`src/rtl/flash_cmd_seq.sv`:
```
// Turns host READ/PROGRAM/ERASE/STATUS requests into Intel/CFI NOR byte-command sequences, one bridge op at a time.
// Latency: each bus op costs bridge latency + 1 cycles; backpressure: cmd_ready only in IDLE, br_req held until br_done.
module flash_cmd_seq #(
    parameter int ADDR_W   = 8,
    parameter int POLL_MAX = 1024
) (
    input  logic              CLK_50MHZ,
    input  logic              RST,
    input  logic [1:0]        cmd,
    input  logic              cmd_valid,
    output logic              cmd_ready,
    input  logic [ADDR_W-1:0] cmd_addr,
    input  logic [7:0]        cmd_wdata,
    output logic [7:0]        rdata,
    output logic              rdata_valid,
    output logic              done,
    output logic [1:0]        err_code,
    output logic [ADDR_W-1:0] br_addr,
    output logic [7:0]        br_wdata,
    output logic              br_rw,
    output logic              br_req,
    input  logic [7:0]        br_rdata,
    input  logic              br_done
);
    localparam int CNT_W = $clog2(POLL_MAX + 1);
    localparam logic [CNT_W-1:0] CNT_MAX = CNT_W'(POLL_MAX);

    localparam logic [1:0] CMD_READ = 2'b00;
    localparam logic [1:0] CMD_PROG = 2'b01;
    localparam logic [1:0] CMD_STAT = 2'b11;

    typedef enum logic [3:0] {
        IDLE, RA_CMD, RD, SETUP, DATA, POLL, CHECK, CLR, EXIT, STAT_CMD, FIN
    } state_t;

    state_t            state_q, state_d, iss_state;
    logic [1:0]        cmd_q, cmd_d;
    logic [7:0]        wdata_q, wdata_d;
    logic [7:0]        rdata_q, rdata_d;
    logic [7:0]        br_wdata_q, br_wdata_d;
    logic [ADDR_W-1:0] addr_q, addr_d;
    logic [CNT_W-1:0]  cnt_q, cnt_d, cnt_inc;
    logic [1:0]        err_q, err_d, chk_q, chk_d;
    logic              br_req_q, br_req_d, br_rw_q, br_rw_d;
    logic              rdv_q, rdv_d, done_q, done_d, rdy_q, rdy_d;
    logic              op_done, issue;

    function automatic logic is_bus(input state_t s);
        return (s == RA_CMD) || (s == RD) || (s == SETUP) || (s == DATA) ||
               (s == POLL) || (s == CLR) || (s == EXIT) || (s == STAT_CMD);
    endfunction

    // A br_done only counts while our request is actually outstanding.
    assign op_done = br_req_q & br_done;
    assign cnt_inc = (cnt_q < CNT_MAX) ? cnt_q + 1'b1 : cnt_q;

    always_comb begin
        state_d    = state_q;
        cmd_d      = cmd_q;
        wdata_d    = wdata_q;
        rdata_d    = rdata_q;
        br_wdata_d = br_wdata_q;
        addr_d     = addr_q;
        cnt_d      = cnt_q;
        err_d      = err_q;
        chk_d      = chk_q;
        br_req_d   = br_req_q;
        br_rw_d    = br_rw_q;
        rdv_d      = 1'b0;
        done_d     = 1'b0;
        issue      = 1'b0;
        iss_state  = state_q;

        case (state_q)
            IDLE: begin
                if (cmd_valid && rdy_q) begin
                    cmd_d   = cmd;
                    addr_d  = cmd_addr;
                    wdata_d = cmd_wdata;
                    err_d   = 2'b00;
                    cnt_d   = '0;
                    case (cmd)
                        CMD_READ: state_d = RA_CMD;
                        CMD_STAT: state_d = STAT_CMD;
                        default:  state_d = SETUP;
                    endcase
                    issue     = 1'b1;
                    iss_state = state_d;
                end
            end
            RA_CMD:   if (op_done) state_d = RD;
            STAT_CMD: if (op_done) state_d = RD;
            RD: begin
                if (op_done) begin
                    rdata_d = br_rdata;
                    rdv_d   = 1'b1;
                    state_d = (cmd_q == CMD_STAT) ? EXIT : FIN;
                end
            end
            SETUP: if (op_done) state_d = DATA;
            DATA:  if (op_done) state_d = POLL;
            POLL: begin
                if (op_done) begin
                    cnt_d = cnt_inc;
                    if (br_rdata[7]) begin
                        state_d = CHECK;
                        if (br_rdata[3] | br_rdata[1])      chk_d = 2'b10;
                        else if (br_rdata[5] | br_rdata[4]) chk_d = 2'b01;
                        else                                chk_d = 2'b00;
                    end else if (cnt_inc == CNT_MAX) begin
                        err_d   = 2'b11;
                        state_d = CLR;
                    end
                end
            end
            CHECK: begin
                err_d   = chk_q;
                state_d = (chk_q == 2'b00) ? EXIT : CLR;
            end
            CLR:  if (op_done) state_d = EXIT;
            EXIT: if (op_done) state_d = FIN;
            FIN: begin
                done_d  = 1'b1;
                state_d = IDLE;
            end
            default: state_d = IDLE;
        endcase

        // The cycle after a completed op is the mandatory gap; the next op issues from here.
        if (!br_req_q && is_bus(state_q)) begin
            issue     = 1'b1;
            iss_state = state_q;
        end
        if (op_done) br_req_d = 1'b0;
        if (issue) begin
            br_req_d = 1'b1;
            br_rw_d  = (iss_state == RD) || (iss_state == POLL);
            case (iss_state)
                RA_CMD, EXIT: br_wdata_d = 8'hFF;
                SETUP:        br_wdata_d = (cmd_d == CMD_PROG) ? 8'h40 : 8'h20;
                DATA:         br_wdata_d = (cmd_d == CMD_PROG) ? wdata_d : 8'hD0;
                CLR:          br_wdata_d = 8'h50;
                STAT_CMD:     br_wdata_d = 8'h70;
                default:      br_wdata_d = br_wdata_q;
            endcase
        end

        rdy_d = (state_d == IDLE);
    end

    always_ff @(posedge CLK_50MHZ or negedge RST) begin
        if (!RST) begin
            state_q    <= IDLE;
            cmd_q      <= 2'b00;
            wdata_q    <= 8'h00;
            rdata_q    <= 8'h00;
            br_wdata_q <= 8'h00;
            addr_q     <= '0;
            cnt_q      <= '0;
            err_q      <= 2'b00;
            chk_q      <= 2'b00;
            br_req_q   <= 1'b0;
            br_rw_q    <= 1'b1;
            rdv_q      <= 1'b0;
            done_q     <= 1'b0;
            rdy_q      <= 1'b0;
        end else begin
            state_q    <= state_d;
            cmd_q      <= cmd_d;
            wdata_q    <= wdata_d;
            rdata_q    <= rdata_d;
            br_wdata_q <= br_wdata_d;
            addr_q     <= addr_d;
            cnt_q      <= cnt_d;
            err_q      <= err_d;
            chk_q      <= chk_d;
            br_req_q   <= br_req_d;
            br_rw_q    <= br_rw_d;
            rdv_q      <= rdv_d;
            done_q     <= done_d;
            rdy_q      <= rdy_d;
        end
    end

    assign cmd_ready   = rdy_q;
    assign rdata       = rdata_q;
    assign rdata_valid = rdv_q;
    assign done        = done_q;
    assign err_code    = err_q;
    assign br_addr     = addr_q;
    assign br_wdata    = br_wdata_q;
    assign br_rw       = br_rw_q;
    assign br_req      = br_req_q;

endmodule

```
`config.mk`:
```
export PLATFORM = sky130hd
export DESIGN_NAME = flash_cmd_seq
export DESIGN_NICKNAME = d
export VERILOG_FILES = /design/src/rtl/flash_cmd_seq.sv
export SDC_FILE = /design/constraint.sdc
export NUM_CORES = 1
export LEC_CHECK = 0
export CAP_MARGIN = 20
export CELL_PAD_IN_SITES_DETAIL_PLACEMENT = 0
export CELL_PAD_IN_SITES_GLOBAL_PLACEMENT = 1
export CORE_MARGIN = 8
export CORE_UTILIZATION = 30
export DETAILED_ROUTE_END_ITERATION = 10
export GPL_TIMING_DRIVEN = 0
export PLACE_DENSITY_LB_ADDON = 0.1
export REMOVE_ABC_BUFFERS = 1
export SLEW_MARGIN = 20
export SYNTH_ARGS = -nofsm -noshare
export SYNTH_HDL_FRONTEND = slang
export SYNTH_SLANG_ARGS = --single-unit
```
`constraint.sdc`:
```
create_clock -name CLK_50MHZ -period 2.7 [get_ports CLK_50MHZ]
set_clock_uncertainty 0.15 [all_clocks]
set_input_delay 0.81 -clock CLK_50MHZ [delete_from_list [all_inputs] [get_ports CLK_50MHZ]]
set_output_delay 0.81 -clock CLK_50MHZ [all_outputs]
set_load 0.01 [all_outputs]
```
==> flow_summary.toml <==
[finish]
n_fill_cell = 1064
areaGrowthSynthToFinish_pct = 33.2
stdcell_count = 510
finish.utilization_pct = 40.4
regArea_um2 = 1450
multi_input_area_um2 = 1510
antenna_cells_inserted = 0
layout_common_cells = "dfrtp_1 (57), clkdlybuf4s50_1 (57), nand2_1 (49), o21ai_0 (18), a21oi_1 (15)"
drive_gt1_share_pct = 15.5
final_nets = 401

[cts]
h-tree-depth = 3
ctsHoldBuffers = 0
clk_pin_slew_worst_paths_ns = 0.07
cts_made_buffers = 9
clock_latency_ns = 0.33
clk_path_buf_depth = 2
cts_root_buf = "clkbuf_8"
clock_sinks = 58
cts_tree = "yes"

[die]
dieHeight_um = 117
die_width_um = 117
io_pins = 61
die_area_um2 = 13700
core_area_um2 = 10100
start_util_pct = 30.3
row_count = 37

[timing]
hold_viol = 0
slew_viol_final = 0
period_needed_ns = 2.63
setup_viol = 0
worstMarginPinSlew_ns = 0.669
min_period_over_period_pct = 97.4
timing.fmax_mhz = 380
slew_headroom_pct = 55.4

[setup_path]
max_stage_delay_ns = 0.52
cp_slowest_cell = "clkdlybuf4s50_1"
critPathCaptureType = "flip-flop"
critPathKind = "primary input to flip-flop"
required_ns = 2.77
path_buf_inv = 1
path_max_fanout = 5
worst_path_dominant_cell_family = "simple AND/OR/NAND/NOR gates"
startpoint_type = "primary input"
crit_top_cell = "mux2_4"
cp_cell_sequence = "clkdlybuf4s50_1 -> nor4bb_4 -> and2_4 -> mux2_4 -> o2bb2a_4 -> mux2_4"
cp.arrival_ns = 2.69

[power_and_ir_drop]
switching_share_pct = 35.8
power_switching_mw = 1.50
peakVddDrop_uv = 439
leakagePower_nw = 1.77
intPower_mw = 2.70
seqPwrFrac_pct = 35.2
power_frac_comb_pct = 42.6
clockPowerShare_pct = 22.1
p_per_area_nw_per_um2 = 1030

[drt]
wl_per_cell_um = 15.9
wirelength_um = 8120
via_per_inst = 4.81
remaining_drc_errors = 0
dr.first_iter.drc_count = 84
drt_first_pass_iters = 4
vias = 2454
ant_nets = 0

[logic_synthesis]
syn_area_per_cell_um2 = 9.90
synth-async-reset-ratio_pct = 100
synthCells = 309
synth_area_leaders = "dfrtp_1 (47%), nand2_1 (6.1%), mux2_2 (4.4%)"
synth-seq-cells = 58
yosysTopAreaCell = "dfrtp_1"
synth_edf_count = 0
synth.distinct_cells = 62
yosys_warnings = 0
yosys.area.top_type_share_pct = 46.6
synth_flop_cell = "dfrtp_1"
seq_area_frac_synth_pct = 47.5
synth_area_um2 = 3060

[grt]
grt_pass1_vias = 2551
antenna_found_initial = 0
grt_overflow_total = 0
grt_use_total_pct = 12.7
grt_pass1_wl_um = 13300
grt_max_degree = 39

[placement]
place.gp.congestion = 0.773
dp.cells = 488
hpwl_um = 5720
io_buffers = 60

[run_status]
status = "finished clean"

[min_path]
holdCritPathClass = "primary input to async pin"

[run]
maxCapViolations = 0
-- worst reg2reg max path, stage by stage (launching register included) --
cell,delay (ns)
dfrtp_1,0.71
nor2_1,0.27
and2_4,0.23
buf_4,0.14
a31oi_1,0.34
o2bb2a_4,0.21
mux2_4,0.26
-- metrics by stage --
step | hold slack [ns] | total power, mW | TNS (ns) | setup WS [ns] | cell area, µm²
after floorplan | 0.296 | 2.50 | -0.111 | -0.111 | 2970
after global placement | 0.310 | 3.23 | -110.53 | -1.35 | 3740
after CTS | 0.203 | 4.25 | 0 | 0.0117 | 4050
final | 0.203 | 4.20 | 0 | 0.0714 | 4080
after detailed placement | 0.312 | 3.25 | -12.98 | -0.687 | 3760
after global routing | 0.204 | 4.52 | -0.0194 | -0.0194 | 4080
-- power groups by stage --
stage	combinational (mW)	sequential, mW	clock (mW)
detailed placement	1.75	1.50	0
global placement	1.74	1.49	0
finish	1.79	1.48	0.930
global route	1.99	1.54	0.998
CTS	1.80	1.48	0.964
floorplan	0.985	1.52	0
-- flip-flops by register name (all words and copies together) (netlist names), 2 cells and up --
register  cells
cmd_q         2
rdata         8
chk_q         2
br_addr       8
br_wdata      8
state_q       4
cnt_q        11
wdata_q       8
err_code      2
-- routing by layer --
layer / part of all wire [%] / vias to the layer above / track usage, %
met3: 6.0 / 5 / 4.82
li1: - / 1222 / -
met5: 0 / - / 0
met4: 0.68 / 0 / 3.84
met2: 49 / 40 / 20.7
met1: 44 / 1187 / 15.2
-- final cells by class --
class / instances / area share, %
clock buffers: 12 / 3.81
well taps: 136 / 4.18
flip-flops and latches: 58 / 35.6
inverters: 12 / 1.11
multi-input cells: 222 / 37.0
repair buffers: 66 / 16.4
clock inverters: 4 / 1.81
-- cell families (layout without fill, tap and decap cells) --
kind of cell | after synthesis | after routing | share of synthesized area [%]
mux | 22 | 22 | 8.83
fa+ha+maj | 2 | 2 | 0.818
flops | 58 | 58 | 47.5
compound gates | 73 | 73 | 16.6
xor+xnor | 5 | 5 | 1.43
simple gates | 119 | 120 | 20.4
buf+inv | 30 | 94 | 4.46
-- synthesized netlist by cell type (3+ instances only) --
cell,number
a21oi_1,15
a22o_1,3
a22oi_1,3
a31oi_1,3
and2_1,5
and3_1,8
buf_2,9
clkbuf_1,6
dfrtp_1,57
inv_1,12
mux2_2,12
mux2_4,7
mux2i_1,3
nand2_1,50
nand2b_1,6
nand3_1,7
nand4_1,5
nand4b_1,3
nor2_1,13
nor3_1,5
nor3b_1,3
o21ai_0,19
o31ai_1,5
xnor2_1,3
-- worst paths after layout --
check	slack [ns]	cells past startpoint	endpoint	startpoint
worst max-delay path	0.07	6	br_wdata[6]$_DFFE_PN0P_	cmd_valid
worst min-delay path	0.20	1	br_req$_DFFE_PN0P_	RST
worst max register to register	0.28	6	br_wdata[6]$_DFFE_PN0P_	state_q[3]$_DFF_PN0_
worst min register to register	0.32	2	br_addr[3]$_DFFE_PN0P_	br_addr[3]$_DFFE_PN0P_
max in group asynchronous	1.70	2	cmd_q[1]$_DFF_PN0_	RST
min in group CLK_50MHZ	0.32	2	br_addr[3]$_DFFE_PN0P_	br_addr[3]$_DFFE_PN0P_
-- timing repair --
action,in CTS,in global routing
pin swaps,1,1
setup buffers,4,1
gates cloned,1,0
resized for setup,4,5
setup endpoints to repair,15,11
(Power assumes the default switching activity.)
